File: config.mk
export PLATFORM = sky130hd
export DESIGN_NAME = mem_arbiter
export DESIGN_NICKNAME = d
export VERILOG_FILES = /design/src/rtl/mem_arbiter.sv
export SDC_FILE = /design/constraint.sdc
export NUM_CORES = 1
export LEC_CHECK = 0
export BUFFER_PORTS_ARGS = -buffer_cell sky130_fd_sc_hd__buf_2
export CAP_MARGIN = 30
export CORE_ASPECT_RATIO = 1.2
export CORE_MARGIN = 2
export CORE_UTILIZATION = 41
export CTS_CLUSTER_SIZE = 30
export DETAILED_ROUTE_END_ITERATION = 8
export GPL_TIMING_DRIVEN = 0
export MAX_ROUTING_LAYER = met4
export PLACE_DENSITY = 0.81
export SLEW_MARGIN = 20
export SYNTH_ARGS = -nofsm -noshare
export SYNTH_HDL_FRONTEND = slang
export SYNTH_SLANG_ARGS = --single-unit
File: constraint.sdc
create_clock -name clk -period 1.3 [get_ports clk]
set_input_delay 0.26 -clock clk [delete_from_list [all_inputs] [get_ports clk]]
set_output_delay 0.26 -clock clk [all_outputs]
set_load 0.005 [all_outputs]
File: src/rtl/mem_arbiter.sv
// mem_arbiter: two-requester round-robin arbiter in front of a single memory port.
//   clk, n_reset                 : clock, asynchronous active-low reset
//   m0_*/m1_* req,we,addr,wdata  : requester 0 (CPU) / 1 (loader) access requests
//   m0_*/m1_* ack,err            : one-cycle completion / timeout pulses to the owner
//   rdata                        : read data of the last completed read
//   gnt                          : one-hot owner while a transfer is in flight
//   mem_req/we/addr/wdata        : latched access toward memory
//   mem_rdata, mem_ready         : memory read data and completion
`timescale 1ns/1ps
module mem_arbiter #(
    parameter int ADDR_W  = 32,
    parameter int DATA_W  = 32,
    parameter int TIMEOUT = 15
) (
    input  logic              clk,
    input  logic              n_reset,
    input  logic              m0_req,
    input  logic              m1_req,
    input  logic              m0_we,
    input  logic              m1_we,
    input  logic [ADDR_W-1:0] m0_addr,
    input  logic [ADDR_W-1:0] m1_addr,
    input  logic [DATA_W-1:0] m0_wdata,
    input  logic [DATA_W-1:0] m1_wdata,
    output logic              m0_ack,
    output logic              m1_ack,
    output logic              m0_err,
    output logic              m1_err,
    output logic [DATA_W-1:0] rdata,
    output logic [1:0]        gnt,
    output logic              mem_req,
    output logic              mem_we,
    output logic [ADDR_W-1:0] mem_addr,
    output logic [DATA_W-1:0] mem_wdata,
    input  logic [DATA_W-1:0] mem_rdata,
    input  logic              mem_ready
);
    typedef enum logic [1:0] {IDLE, ACCESS, DONE} state_t;
    state_t r_state, w_next;
    logic r_owner, r_err, r_we;
    logic [7:0] r_cnt;
    logic [ADDR_W-1:0] r_addr;
    logic [DATA_W-1:0] r_wdata, r_rdata;
    logic w_win, w_start, w_timeout;
    // r_owner doubles as the last-owner record; on a tie the other side wins
    assign w_win = (m0_req && m1_req) ? ~r_owner : m1_req;
    assign w_start = r_state == IDLE && (m0_req || m1_req);
    // the cycle whose miss would bring the wait count up to TIMEOUT ends the access
    assign w_timeout = !mem_ready && r_cnt == 8'(TIMEOUT - 1);
    always_ff @(posedge clk or negedge n_reset) begin
        if (!n_reset) r_state <= IDLE;
        else r_state <= w_next;
    end
    always_comb begin
        w_next = r_state;
        mem_req = 1'b0;
        gnt = 2'b00;
        m0_ack = 1'b0;
        m1_ack = 1'b0;
        m0_err = 1'b0;
        m1_err = 1'b0;
        if (r_state == IDLE) w_next = w_start ? ACCESS : IDLE;
        else if (r_state == ACCESS) w_next = (mem_ready || w_timeout) ? DONE : ACCESS;
        else w_next = IDLE;
        if (r_state != IDLE) gnt = r_owner ? 2'b10 : 2'b01;
        mem_req = r_state == ACCESS;
        m0_ack = r_state == DONE && !r_owner;
        m1_ack = r_state == DONE && r_owner;
        m0_err = m0_ack && r_err;
        m1_err = m1_ack && r_err;
    end
    always_ff @(posedge clk or negedge n_reset) begin
        if (!n_reset) begin
            r_owner <= 1'b1;
            r_err   <= 1'b0;
            r_cnt   <= 8'd0;
            r_we    <= 1'b0;
            r_addr  <= '0;
            r_wdata <= '0;
            r_rdata <= '0;
        end else if (w_start) begin
            r_owner <= w_win;
            r_err   <= 1'b0;
            r_cnt   <= 8'd0;
            r_we    <= w_win ? m1_we : m0_we;
            r_addr  <= w_win ? m1_addr : m0_addr;
            r_wdata <= w_win ? m1_wdata : m0_wdata;
        end else if (r_state == ACCESS) begin
            if (!mem_ready) r_cnt <= r_cnt + 8'd1;
            if (w_timeout) r_err <= 1'b1;
            if (mem_ready && !r_we) r_rdata <= mem_rdata;
        end
    end
    assign mem_we    = r_we;
    assign mem_addr  = r_addr;
    assign mem_wdata = r_wdata;
    assign rdata     = r_rdata;
endmodule

==> impl_metrics.py <==
metrics = {
    "run_status": {
        "status": "finished with violations",
        "violations": "negative setup slack",
    },
    "cts": {
        "cts_buffer_depth": 2,
        "clock_latency_ns": 0.33,
        "cts_tree": "built",
        "cts_root_buf": "clkbuf_16",
        "cts.sinks": 109,
        "htree_levels": 3,
        "cts_buffers": 9,
        "cts.clk_slew.worst_paths_ns": 0.07,
    },
    "final_layout": {
        "fill_cells": 944,
        "syn2layout_area_growth_pct": 50.4,
        "multi_input_area_um2": 2280,
        "drive_gt1_share_pct": 54.4,
        "finalNonFillerCells": 898,
        "seqCellArea_um2": 2730,
        "antenna_cells": 0,
        "fin_nets": 901,
    },
    "place": {
        "place_ws_ns": -0.565,
        "hpwl_um": 10900,
        "gp_congestion": 0.841,
        "io_buffers": 270,
        "dp_cells": 861,
    },
    "route": {
        "drcViolationCount": 0,
        "wl_per_cell_um": 16.6,
        "drt_iter0_markers": 198,
        "ant_nets": 0,
        "via_count": 4588,
        "wirelength_um": 14900,
        "dr.pass1.iters": 4,
        "viasPerCell": 5.11,
    },
    "global_route": {
        "grt_overflow_total": 0,
        "grt_busiest_layer": "met2",
        "grt_usage_pct": 22.8,
        "grt_max_degree": 58,
        "met2_usage_pct": 40.6,
        "gr-usage-met3_pct": 3.87,
        "first_global_vias": 4683,
        "antenna_found_initial": 0,
        "grt_pass1_wl_um": 23000,
        "grt_use_met1_pct": 26.8,
    },
    "timing": {
        "layout_min_cycle_time_ns": 1.68,
        "period_share_pct": 129,
        "drv_slew": 0,
        "setup_ws_ns": -0.383,
        "fmax_ghz": 0.594,
        "slew-limit-headroom_pct": 57.4,
        "fin_skew_ns": 0.00977,
        "tightest_slew_ns": 0.640,
        "setup_viol": 114,
        "hold_viol": 0,
        "grt_setup_unrepaired": "yes",
        "fin_hold_ws_ns": 0.141,
        "fin_setup_tns_ns": -25.11,
    },
    "logic_synthesis": {
        "syn-num-nets": 598,
        "synth_seq_cells": 109,
        "ys_types": 36,
        "synth_edf_count": 0,
        "synthesis.area_um2": 4970,
        "seq_area_frac_synth_pct": 54.9,
        "async_flop_share_pct": 100,
        "ys_warn_count": 0,
        "synthCells": 429,
        "syn_avg_cell_area_um2": 11.6,
        "synth_ff_type": "dfrtp_1",
    },
    "floorplanning": {
        "die_y_um": 125,
        "io_pins": 271,
        "die_x_um": 105,
        "fp.coreArea_um2": 11900,
        "rows": 44,
        "start_util_pct": 41.6,
        "die_area_um2": 13000,
    },
    "worst_setup_path": {
        "critPathKind": "register to register",
        "setup.worst_path.end_class": "register",
        "required_ns": 1.51,
        "critPathLaunchType": "register",
        "cp.arrival_ns": 1.89,
        "crit_path_max_fanout": 10,
    },
    "pwr": {
        "leakage_nw": 3.73,
        "p_clk_share_pct": 17.1,
        "seq_power_share_pct": 37.3,
        "vdd_ir_drop_max_mv": 0.952,
        "p_int_mw": 10.4,
        "powerDensity_nw_per_um2": 2110,
        "combPwrFrac_pct": 45.6,
        "power.net_switching_mw": 5.37,
        "power_mw": 15.8,
        "switching_share_pct": 34.0,
    },
    "job": {
        "maxCapViolations": 0,
    },
    "worst_hold_path": {
        "holdCritPathClass": "input port to register",
    },
}
==> cells in the mapped netlist, types with 2 or more instances <==
cell	n	share of area [%]
a21oi_1	5	0.50
and2_1	3	0.38
and3b_1	2	0.35
buf_2	4	0.40
buf_6	9	2.0
clkbuf_1	20	1.5
dfrtp_1	108	54
ha_1	2	0.50
inv_1	5	0.38
mux2_1	30	6.8
mux2_2	2	0.45
mux2i_1	68	14
nand2_1	2	0.15
nand3_1	2	0.20
nor2_1	6	0.45
nor3_2	2	0.40
o21ai_0	122	12
o21ai_1	16	1.6
or3_1	4	0.50
==> worst max-delay path, stage by stage (launching register included) <==
cell     delay (ns)
dfrtp_2        0.42
buf_6          0.12
buf_6          0.11
nor2b_4        0.11
and3b_1        0.18
buf_6          0.14
buf_12         0.14
mux2_1         0.32
==> final timing paths <==
check,start,endpoint,slack (ns),cells after the start
max,r_state[1],rdata[3],-0.38,7
min,m0_req,r_owner,0.14,2
max reg2reg,r_state[1],rdata[3],-0.38,7
min reg2reg,rdata[3],rdata[3],0.48,1
max in group asynchronous,n_reset,mem_wdata[0],0.19,3
min in group asynchronous,n_reset,mem_wdata[18],0.46,2
==> layout make-up <==
type                       instances  area share [%]
clock inverter                     4           0.635
tap                              161            2.69
timing repair buffer             293            22.0
multi-input combinational        281            30.4
clock buffer                      12            3.29
sequential                       109            36.5
buffer                            33            4.25
inverter                           5           0.251
==> registers in the layout, summed over array words and instances (netlist names) <==
| name | count |
|---|---|
| r_owner | 1 |
| mem_addr | 32 |
| mem_wdata | 32 |
| rdata | 32 |
| r_cnt | 8 |
| mem_we | 1 |
| r_state | 2 |
| r_err | 1 |
==> power by group through the flow <==
stage / registers (mW) / clock network, mW / logic (mW)
final: 5.90 / 2.70 / 7.22
after global routing: 6.08 / 2.90 / 7.91
after global placement: 5.78 / 0 / 5.43
after CTS: 5.80 / 2.78 / 6.53
after floorplan: 5.90 / 0 / 2.75
after detailed placement: 5.85 / 0 / 5.64
==> layout by cell type (no fill, tap or decap), drive strengths merged, types with 2 or more instances in the layout <==
cell	netlist	final
a21oi	5	5
and2	3	3
and3b	2	2
buf	14	309
clkbuf	20	28
clkinv	0	2
dfrtp	108	108
ha	2	2
inv	5	5
mux2	32	32
mux2i	68	68
nand2	2	2
nand3	2	2
nor2	7	7
nor3	2	2
o21ai	138	138
or2	2	2
or3	4	4
==> what timing repair did <==
item | 4_1_cts | 5_1_grt
endpoints found under the hold margin | 51 | 0
buffers inserted | 11 | 8
pin swaps | 1 | 16
hold buffers | 1 | 0
setup endpoints to repair | 114 | 115
gates cloned | 1 | 1
resized for setup | 59 | 115
==> logic make-up after synthesis <==
| family | share of synthesized area, % |
|---|---|
| buf+inv | 4.48 |
| xor+xnor | 0.176 |
| flops | 54.9 |
| compound gates | 15.1 |
| mux | 20.9 |
| simple gates | 3.92 |
| fa+ha+maj | 0.503 |
==> through the flow <==
stage | cell area [um^2] | util (%)
2_1_floorplan | 5010 | -
3_3_place_gp | 6570 | 55.0
3_5_place_dp | 6600 | 55.3
4_1_cts | 7210 | 60.4
5_1_grt | 7480 | 62.6
6_report | 7480 | 62.6
==> layer usage <==
layer	share of wire, %	wire length, um
met4	1.2	174
met1	40	5920
met2	53	7910
met3	6.0	887
met5	0	0
No activity file was read; power rests on OpenSTA's default activity.
